`src/rtl/addsub_arb_pkg.sv`:
```
// Shared types and the round-robin pick helper for the arbitrated adder/subtractor.
package addsub_arb_pkg;

    typedef enum logic [0:0] {
        IDLE = 1'b0,
        HOLD = 1'b1
    } state_t;

    localparam int NBIT_DEF = 10;
    localparam int NREQ_DEF = 4;
    localparam int RR_MAX   = 16;
    localparam int RR_IDW   = 4;

    typedef struct packed {
        logic              found;
        logic [RR_IDW-1:0] idx;
    } rr_pick_t;

    // First set bit of valid at or above pointer, wrapping modulo nreq.
    function automatic rr_pick_t rr_pick(input logic [RR_MAX-1:0] valid,
                                         input logic [RR_IDW-1:0] pointer,
                                         input int                nreq);
        rr_pick_t          res;
        logic [RR_IDW-1:0] cand;
        res.found = 1'b0;
        res.idx   = {RR_IDW{1'b0}};
        for (int i = 0; i < RR_MAX; i++) begin
            cand = RR_IDW'((int'(pointer) + i) % nreq);
            if ((i < nreq) && !res.found && valid[cand]) begin
                res.found = 1'b1;
                res.idx   = cand;
            end else begin
                res = res;
            end
        end
        return res;
    endfunction

endpackage

```
`src/rtl/addsub.sv`:
```
// NBIT adder/subtractor: sum_o = a_i + b_i, or a_i - b_i (two's complement) when sub_i is set.
module addsub
    import addsub_arb_pkg::*;
#(
    parameter int NBIT = NBIT_DEF
) (
    input  logic [NBIT-1:0] a_i,
    input  logic [NBIT-1:0] b_i,
    input  logic            sub_i,
    output logic [NBIT-1:0] sum_o
);

    // Subtract by inverting b and injecting the carry-in.
    always_comb begin
        sum_o = a_i + (b_i ^ {NBIT{sub_i}}) + NBIT'(sub_i);
    end

endmodule

```
`src/rtl/rr_arbiter.sv`:
```
// Combinational round-robin arbiter: one-hot grant and index of the first valid at/after the pointer.
module rr_arbiter
    import addsub_arb_pkg::*;
#(
    parameter int NREQ = NREQ_DEF,
    parameter int IDW  = $clog2(NREQ)
) (
    input  logic [NREQ-1:0] valid,
    input  logic [IDW-1:0]  pointer,
    output logic [NREQ-1:0] grant,
    output logic [IDW-1:0]  grant_idx,
    output logic            any_grant
);

    logic [RR_MAX-1:0] valid_ext_s;
    logic [RR_IDW-1:0] ptr_ext_s;
    rr_pick_t          pick_s;

    // Widen to the helper's fixed width, pick, then decode the grant.
    always_comb begin
        valid_ext_s = RR_MAX'(valid);
        ptr_ext_s   = RR_IDW'(pointer);
        pick_s      = rr_pick(valid_ext_s, ptr_ext_s, NREQ);
        grant_idx   = IDW'(pick_s.idx);
        any_grant   = pick_s.found;
        grant       = {NREQ{1'b0}};
        if (pick_s.found) begin
            grant[grant_idx] = 1'b1;
        end else begin
            grant = {NREQ{1'b0}};
        end
    end

endmodule

```
`src/rtl/addsub_rr_arbiter.sv`:
```
// Shares one adder/subtractor among NREQ requesters via round-robin grant; one registered
// result slot returned on a valid/ready channel tagged with the requester index.
module addsub_rr_arbiter
    import addsub_arb_pkg::*;
#(
    parameter int NBIT = NBIT_DEF,
    parameter int NREQ = NREQ_DEF,
    parameter int IDW  = $clog2(NREQ)
) (
    input  logic                 clk_i,
    input  logic                 rst_i,
    input  logic [NREQ-1:0]      reqValid_i,
    output logic [NREQ-1:0]      reqReady_o,
    input  logic [NREQ*NBIT-1:0] reqFirst_i,
    input  logic [NREQ*NBIT-1:0] reqSecond_i,
    input  logic [NREQ-1:0]      reqSub_i,
    output logic                 resValid_o,
    input  logic                 resReady_i,
    output logic [NBIT-1:0]      resData_o,
    output logic [IDW-1:0]       resId_o
);

    state_t          state_r, state_s;
    logic [IDW-1:0]  ptr_r;
    logic [NBIT-1:0] res_data_r;
    logic [IDW-1:0]  res_id_r;
    logic            res_valid_r;

    logic [NREQ-1:0] grant_s;
    logic [IDW-1:0]  grant_idx_s;
    logic            any_grant_s;
    logic            slot_free_s;
    logic            accept_s;
    logic [NBIT-1:0] first_arr_s  [NREQ];
    logic [NBIT-1:0] second_arr_s [NREQ];
    logic [NBIT-1:0] first_s, second_s, sum_s;
    logic            sub_s;

    for (genvar k = 0; k < NREQ; k++) begin : g_unpack
        assign first_arr_s[k]  = reqFirst_i[k*NBIT +: NBIT];
        assign second_arr_s[k] = reqSecond_i[k*NBIT +: NBIT];
    end

    rr_arbiter #(
        .NREQ (NREQ),
        .IDW  (IDW)
    ) u_arb (
        .valid     (reqValid_i),
        .pointer   (ptr_r),
        .grant     (grant_s),
        .grant_idx (grant_idx_s),
        .any_grant (any_grant_s)
    );

    // The slot frees up in the same cycle the sink takes the held result.
    always_comb begin
        slot_free_s = (state_r == IDLE) || ((state_r == HOLD) && resReady_i);
        accept_s    = slot_free_s && any_grant_s && !rst_i;
        if (accept_s) begin
            reqReady_o = grant_s;
        end else begin
            reqReady_o = {NREQ{1'b0}};
        end
    end

    // Operand mux feeding the single shared arithmetic unit.
    always_comb begin
        first_s  = first_arr_s[grant_idx_s];
        second_s = second_arr_s[grant_idx_s];
        sub_s    = reqSub_i[grant_idx_s];
    end

    addsub #(
        .NBIT (NBIT)
    ) u_addsub (
        .a_i   (first_s),
        .b_i   (second_s),
        .sub_i (sub_s),
        .sum_o (sum_s)
    );

    // Next-state logic for the result slot.
    always_comb begin
        state_s = state_r;
        case (state_r)
            IDLE: begin
                if (accept_s) state_s = HOLD;
                else          state_s = IDLE;
            end
            HOLD: begin
                if (accept_s)        state_s = HOLD;
                else if (resReady_i) state_s = IDLE;
                else                 state_s = HOLD;
            end
            default: state_s = IDLE;
        endcase
    end

    // State, pointer and result registers; pointer moves only on accept.
    always_ff @(posedge clk_i) begin
        if (rst_i) begin
            state_r     <= IDLE;
            res_valid_r <= 1'b0;
            res_data_r  <= {NBIT{1'b0}};
            res_id_r    <= {IDW{1'b0}};
            ptr_r       <= {IDW{1'b0}};
        end else begin
            state_r     <= state_s;
            res_valid_r <= (state_s == HOLD);
            if (accept_s) begin
                res_data_r <= sum_s;
                res_id_r   <= grant_idx_s;
                if (grant_idx_s == IDW'(NREQ - 1)) ptr_r <= {IDW{1'b0}};
                else                               ptr_r <= grant_idx_s + IDW'(1);
            end
        end
    end

    assign resValid_o = res_valid_r;
    assign resData_o  = res_data_r;
    assign resId_o    = res_id_r;

endmodule

```
`config.mk`:
```
export PLATFORM = sky130hd
export DESIGN_NAME = addsub_rr_arbiter
export DESIGN_NICKNAME = d
export VERILOG_FILES = /design/src/rtl/addsub_arb_pkg.sv /design/src/rtl/addsub.sv /design/src/rtl/rr_arbiter.sv /design/src/rtl/addsub_rr_arbiter.sv
export SDC_FILE = /design/constraint.sdc
export NUM_CORES = 1
export LEC_CHECK = 0
export BUFFER_PORTS_ARGS = -buffer_cell sky130_fd_sc_hd__buf_2
export CAP_MARGIN = 20
export CORE_AREA = 3 3 67 69
export DETAILED_ROUTE_END_ITERATION = 12
export DIE_AREA = 0 0 70 72
export GPL_TIMING_DRIVEN = 0
export PLACE_DENSITY = 0.9
export SLEW_MARGIN = 0
export SYNTH_ARGS = -nofsm -noshare
export SYNTH_HDL_FRONTEND = slang
export SYNTH_SLANG_ARGS = --single-unit
```
`constraint.sdc`:
```
create_clock -name clk_i -period 10.1 [get_ports clk_i]
set_clock_uncertainty 0.1 [all_clocks]
set_input_delay 0.505 -clock clk_i [delete_from_list [all_inputs] [get_ports clk_i]]
set_output_delay 0.505 -clock clk_i [all_outputs]
set_load 0.01 [all_outputs]
```
== Yosys cells after proc, flatten, opt, wreduce, memory -nomap -nowiden ==
Cells that the tools add are included.
Widths: inputs -> output; s select.

* Bits in registers: 15
* Input port bits: 91
* Output and inout bits: 17
* Word-level logic and storage cells: 68

* Add/sub/neg operators: 6
* Magnitude comparators: 7
* Equal/unequal tests: 1
* Mux-type cells: 29
* Bitwise logic cells: 6
* Reductions and logical operators: 15

{| class="wikitable"
|+ Operator list
! operator !! count
|-
| $bmux 10 s2 || 2
|-
| $mux 10 || 4
|-
| $mux 5 || 4
|-
| $lt 4x5->1 const B || 3
|-
| $add 10x1->10 || 1
|-
| $add 10x10->10 || 1
|-
| $xor 10x10->10 || 1
|-
| $bmux 1 s3 || 3
|-
| $mux 1 || 9
|-
| $mux 4 || 2
|-
| $logic_and 1x1->1 || 7
|-
| $reduce_or 2->1 || 3
|-
| $lt 2x5->1 const B || 1
|-
| $add 2x1->2 const B || 2
|-
| $add 2x2->2 const B || 2
|-
| $bmux 1 s2 || 2
|-
| $logic_not 1->1 || 4
|-
| $and 1x1->1 const A || 3
|-
| $ge 3x3->1 const B || 1
|-
| $lt 2x3->1 const B || 1
|-
| $not 2->3 || 1
|-
| $demux 1 s2 || 1
|-
| $eq 2x2->1 const B || 1
|-
| $ge 2x1->1 const B || 1
|-
| 4 further kinds || 4
|}

== Logic depth before layout (Yosys ltp) ==
* Depth in word-level cells: 20
* Depth in mapped cells: 18
* Depth with buffers taken out: 17

== Cells and area by module ==
Synthesis repeated with hierarchy kept, for this count alone.

* Cell total of the unflattened synthesis: 176
* Area total of the unflattened synthesis: 1851.8 um^2

{| class="wikitable"
|+ By module, submodules not included
! module !! times used !! cells each !! area an instance (um^2) !! seq. area each (um^2)
|-
| addsub_rr_arbiter || 1 || 86 || 1181.1 || 300.3
|-
| addsub || 1 || 57 || 459.2 || 0.0
|-
| rr_arbiter || 1 || 33 || 211.5 || 0.0
|}

== Least setup slack after synthesis ==
OpenSTA, ideal clock, no wires.

* Path kind: in2reg
* Start: input reqValid_i[2]
* End: register res_data_r[8] (netlist: resData_o[8])
* Setup time: 0.129 ns
* Arrival: 3.812 ns
* Required time: 9.871 ns
* Path slack: 6.058 ns
* Stages: 18
* Path buffers: 3
* Cells stage by stage: nor2b_2 -> or4_4 -> buf_6 -> nand2_1 -> inv_2 -> clkbuf_1 -> buf_1 -> nand2_1 -> a31oi_1 -> fa_1 -> a21o_1 -> a21oi_1 -> o21bai_1 -> a21oi_1 -> o21bai_1 -> a21oi_1 -> xor2_1 -> o21ai_0

* Longest elaborated chain between the ends: 19
* Elaborated cells between the ends (all ways): 32
* Classes of those cells: add/sub: 2; mux: 20; bitwise: 2; reduce/logical: 8

{| class="wikitable"
|+ Ends and longest elaborated chain
! item !! line !! source
|-
| from (decl) || addsub_rr_arbiter.sv:12 || <nowiki>input logic [NREQ-1:0] reqValid_i,</nowiki>
|-
| $bmux 1 s2 || addsub_arb_pkg.sv:29 || <nowiki>if ((i < nreq) && !res.found && valid[cand]) begin</nowiki>
|-
| $mux 1 (implied by the code) || addsub_arb_pkg.sv:29 ||
|-
| $mux 5 || addsub_arb_pkg.sv:29 ||
|-
| $logic_not 1->1 || addsub_arb_pkg.sv:29 ||
|-
| $logic_and 1x1->1 || addsub_arb_pkg.sv:29 ||
|-
| $mux 5 || addsub_arb_pkg.sv:29 ||
|-
| $logic_not 1->1 || addsub_arb_pkg.sv:29 ||
|-
| $logic_and 1x1->1 || addsub_arb_pkg.sv:29 ||
|-
| [2 not listed] || - ||
|-
| $logic_and 1x1->1 || addsub_arb_pkg.sv:29 ||
|-
| $mux 5 (*) || addsub_arb_pkg.sv:29 ||
|-
| $not 2->3 (implied by the code) || addsub_rr_arbiter.sv:68, addsub_rr_arbiter.sv:69 ||
|-
| $bmux 10 s2 || addsub_rr_arbiter.sv:69 || <nowiki>second_s = second_arr_s[grant_idx_s];</nowiki>
|-
| $mux 10 (implied by the code) (2 in a row) || addsub_rr_arbiter.sv:69 ||
|-
| $xor 10x10->10 || addsub.sv:15 || <nowiki>sum_o = a_i + (b_i ^ {NBIT{sub_i}}) + NBIT'(sub_i);</nowiki>
|-
| $add 10x10->10 || addsub.sv:15 ||
|-
| $add 10x1->10 || addsub.sv:15 ||
|-
| to (signal assigned) || addsub_rr_arbiter.sv:104 || <nowiki>res_data_r <= {NBIT{1'b0}};</nowiki>
|-
| to (signal assigned) || addsub_rr_arbiter.sv:111 || <nowiki>res_data_r <= sum_s;</nowiki>
|-
| to (decl) || addsub_rr_arbiter.sv:25 || <nowiki>logic [NBIT-1:0] res_data_r;</nowiki>
|}

Mark *: on every way between the ends. The rest lies on a longest branch, timed or not. The select of a mux whose other input is x is not followed.
A chain may end at the register's enable or synchronous reset.

== Worst setup path after layout ==
Same ends and word-level chain as after synthesis.

==> flow_metrics.env <==
export IMPL_status="complete, no violations"
export IMPL_grt_first_pass_wirelength_um=9300
export IMPL_ys_types=46
export IMPL_grt_max_degree=12
export IMPL_finish_utilization_pct=64.4
export IMPL_core_area_sq_um=3970
export IMPL_cts_tree="built"
export IMPL_p_comb_share_pct=77.1
export IMPL_net_switching_power_w=0.000278
export IMPL_critical_path_max_fanout=11
export IMPL_crit_family="compound AO/OA/AOI/OAI gates"
export IMPL_cp_cell_sequence="buf_2, nor2b_1, or4b_1, buf_2, nand2_1, inv_2, clkbuf_1, buf_1, nand2_1, a31oi_1, fa_1, a21o_1, a21oi_1, o21bai_1, a21oi_1, o21bai_1, a21oi_1, xor2_1, o21ai_0"
export IMPL_dp_final_hpwl_um=4750
export IMPL_count_of_flip_flops_with_a_built_in_enable_after_synthesis=0
export IMPL_hold_path_startpoint="resData_o[4]"
export IMPL_worst_setup_hold_path_clk_slew_ns=0.06
export IMPL_min_period_ns=4.49
export IMPL_power_leakage_nw=1.33
export IMPL_antenna_diode_count=0
export IMPL_route_detailed_wl_per_inst_um=12.8
export IMPL_placed_cells_incl_taps=438
export IMPL_p_seq_share_pct=14.9
export IMPL_irDropWorstVdd_uv=111
export IMPL_fp_dieH_um=72
export IMPL_actual_slew_at_the_worst_max_slew_pin_ns=0.508
export IMPL_syn_area_per_cell_sq_um=6.82
export IMPL_tritoncts_num_sinks=15
export IMPL_worst_skew_pair_late_latency_ns=0.25
export IMPL_crit_end_category="flop"
export IMPL_detail_route_first_pass_iterations=4
export IMPL_io_buffers=107
export IMPL_grt_antenna_before_repair=0
export IMPL_yosysWarningCount=0
export IMPL_finalPower_w=0.000595
export IMPL_synth_nets=385
export IMPL_detailroute_via_count=2342
export IMPL_cts_buffers_inserted=3
export IMPL_boundary_pin_count=108
export IMPL_cts_buffer_depth=2
export IMPL_synthToLayoutAreaGrowth_pct=33.6
export IMPL_layout_setup_ws_ns=5.61
export IMPL_gpl_final_weighted_congestion=0.910
export IMPL_post_route_period_util_pct=44.5
export IMPL_share_clk_of_total_power_pct=8.0
export IMPL_critical_path_startpoint_type="input port"
export IMPL_critPathBufInv=5
export IMPL_drive_above_1_share_pct=31.9
export IMPL_count_of_unresolved_drc_violations_after_routing=0
export IMPL_mostFrequentLayoutCell="buf_2"
export IMPL_power_switching_share_pct=46.8
export IMPL_postCtsSetupBuffers=0
export IMPL_final_setup_tns_ns=0
export IMPL_slowest_stage="or4b_1"
export IMPL_drt_iter0_markers=103
export IMPL_fmax_ghz=0.223
export IMPL_initial_utilization_pct=48.2
export IMPL_cellPowerDensity_nw_per_um2=233
export IMPL_type_of_the_tightest_min_delay_check="flop to flop"
export IMPL_req_time_crit_path_ns=10.12
export IMPL_synth_async_sr_flop_share_pct=0
export IMPL_timing_critical_path_slowest_cell_delay_ns=0.52
export IMPL_globalRoute_totalOverflow=0
export IMPL_netlist_area_sq_um=1920
export IMPL_floorplan_rows=23
export IMPL_layout_nets=497
export IMPL_place_worst_setup_slack_ns=5.35
export IMPL_drv_slew=0
export IMPL_ys_dominant_reg_cell="dfxtp_1"
export IMPL_crit_path_frequent_cell="a21oi_1"
export IMPL_cap_violations=0
export IMPL_die_w_um=70
export IMPL_total_routed_length_um=5670
export IMPL_internal_power_w=0.000317
export IMPL_vias_per_cell=5.30
export IMPL_dieArea_sq_um=5040
export IMPL_cts_resized=0
export IMPL_crit_arrival_ns=4.52
export IMPL_instances_no_fill=442
export IMPL_layout_common_cells="108 x buf_2, 84 x nand2_1, 18 x a31oi_1"
export IMPL_crit_path_start="reqValid_i[2]"
export IMPL_worstSetupPathType="input port to flop"
export IMPL_cts_root_buffer="clkbuf_8"
export IMPL_yosys_register_bits=15
export IMPL_timing_slew_headroom_pct=66.1
export IMPL_reg2reg_start="ptr_r[0]"
export IMPL_cts_max_level=1
export IMPL_globalRouteTotalUtil_pct=22.1
export IMPL_hold_viol_final=0
export IMPL_hold_buffers=0
export IMPL_final_antenna_net_count=0
export IMPL_first_global_vias=2175
export IMPL_netlist_instances=281
export IMPL_seq_area_frac_synth_pct=15.7
export IMPL_rsz0062_at_grt="no"
export IMPL_timing_final_setup_violations=0
==> cell type report <==
type / instances / area (sq um)
well taps: 50 / 62.6
clock buffers: 4 / 45.0
flip-flops and latches: 15 / 300
repair buffers: 107 / 536
inverters: 4 / 15.0
fillers: 361 / 1410
plain buffers: 18 / 83.8
multi-input cells: 244 / 1520
==> final timing paths <==
kind | to | slack, ns | cells past startpoint
hold reg to reg | resData_o[4] | 0.36 | 2
setup reg to reg | resData_o[8] | 5.64 | 18
setup / recovery | resData_o[8] | 5.61 | 19
hold / removal | resData_o[4] | 0.36 | 2
==> Yosys cell counts, types with 2 or more instances <==
cell       n  area (sq um)
a211oi_1   2          15.0
a21bo_2    2          20.0
a21o_1     2          15.0
a21oi_1    9          45.0
a221oi_1   3          26.3
a31oi_1   18           113
a32oi_1    2          17.5
and2_1     5          31.3
and3_1    17           106
buf_6      2          22.5
clkbuf_1  14          52.6
dfxtp_1   15           300
ha_1      12           150
inv_1      3          11.3
mux2i_1    3          30.0
nand2_1   84           315
nand2b_1   3          18.8
nand3_1    6          30.0
nand3b_1  11          82.6
nor2_1     7          26.3
nor2b_1    5          31.3
nor3_1     2          10.0
nor4_1     4          25.0
o21ai_0    8          40.0
o21bai_1   3          22.5
or3_1      2          12.5
xnor2_1    8          70.1
xor2_1    11          96.3
==> cells by family (layout without fill, tap and decap cells) <==
kind of cell	after synthesis	in the layout	synth area share, %
buffers and inverters	22	133	5.16
XOR/XNOR	19	19	8.69
flip-flops	15	15	15.7
multiplexers	4	4	2.35
adder cells (fa/ha/maj)	13	13	8.88
AND/OR/NAND/NOR	152	152	38.6
AO/OA/AOI/OAI	56	56	20.6
==> metal layers <==
layer,track usage [%],wire length (um),vias to the layer above
met5,0,0,-
met4,10.0,153,0
met3,2.77,336,13
met2,39.7,2840,89
met1,26.3,2340,1041
li1,-,-,1199
==> through the flow <==
| step | instance area, sq um | hold slack, ns |
|---|---|---|
| floorplan | 1920 | 0.376 |
| global placement | 2510 | 0.336 |
| detailed placement | 2510 | 0.357 |
| CTS | 2560 | 0.363 |
| global route | 2560 | 0.386 |
| finish | 2560 | 0.361 |
==> flip-flops by register name (all words and copies together) (netlist names) <==
signal / flops
resData_o: 10
resId_o: 2
resValid_o: 1
ptr_r: 2
==> power groups by stage <==
stage	combinational, W	clock (W)	sequential, W
floorplan	0.000346	0	0.0000968
global placement	0.000444	0	0.0000888
detailed placement	0.000457	0	0.0000898
CTS	0.000459	0.0000489	0.0000887
global route	0.000513	0.0000511	0.0000908
finish	0.000459	0.0000477	0.0000884
==> worst min-delay path, cell delays in order (launching register included) <==
cell     delay (ns)
dfxtp_1        0.30
nand2_1        0.05
a21oi_1        0.05
No activity file was read; power rests on OpenSTA's default activity.
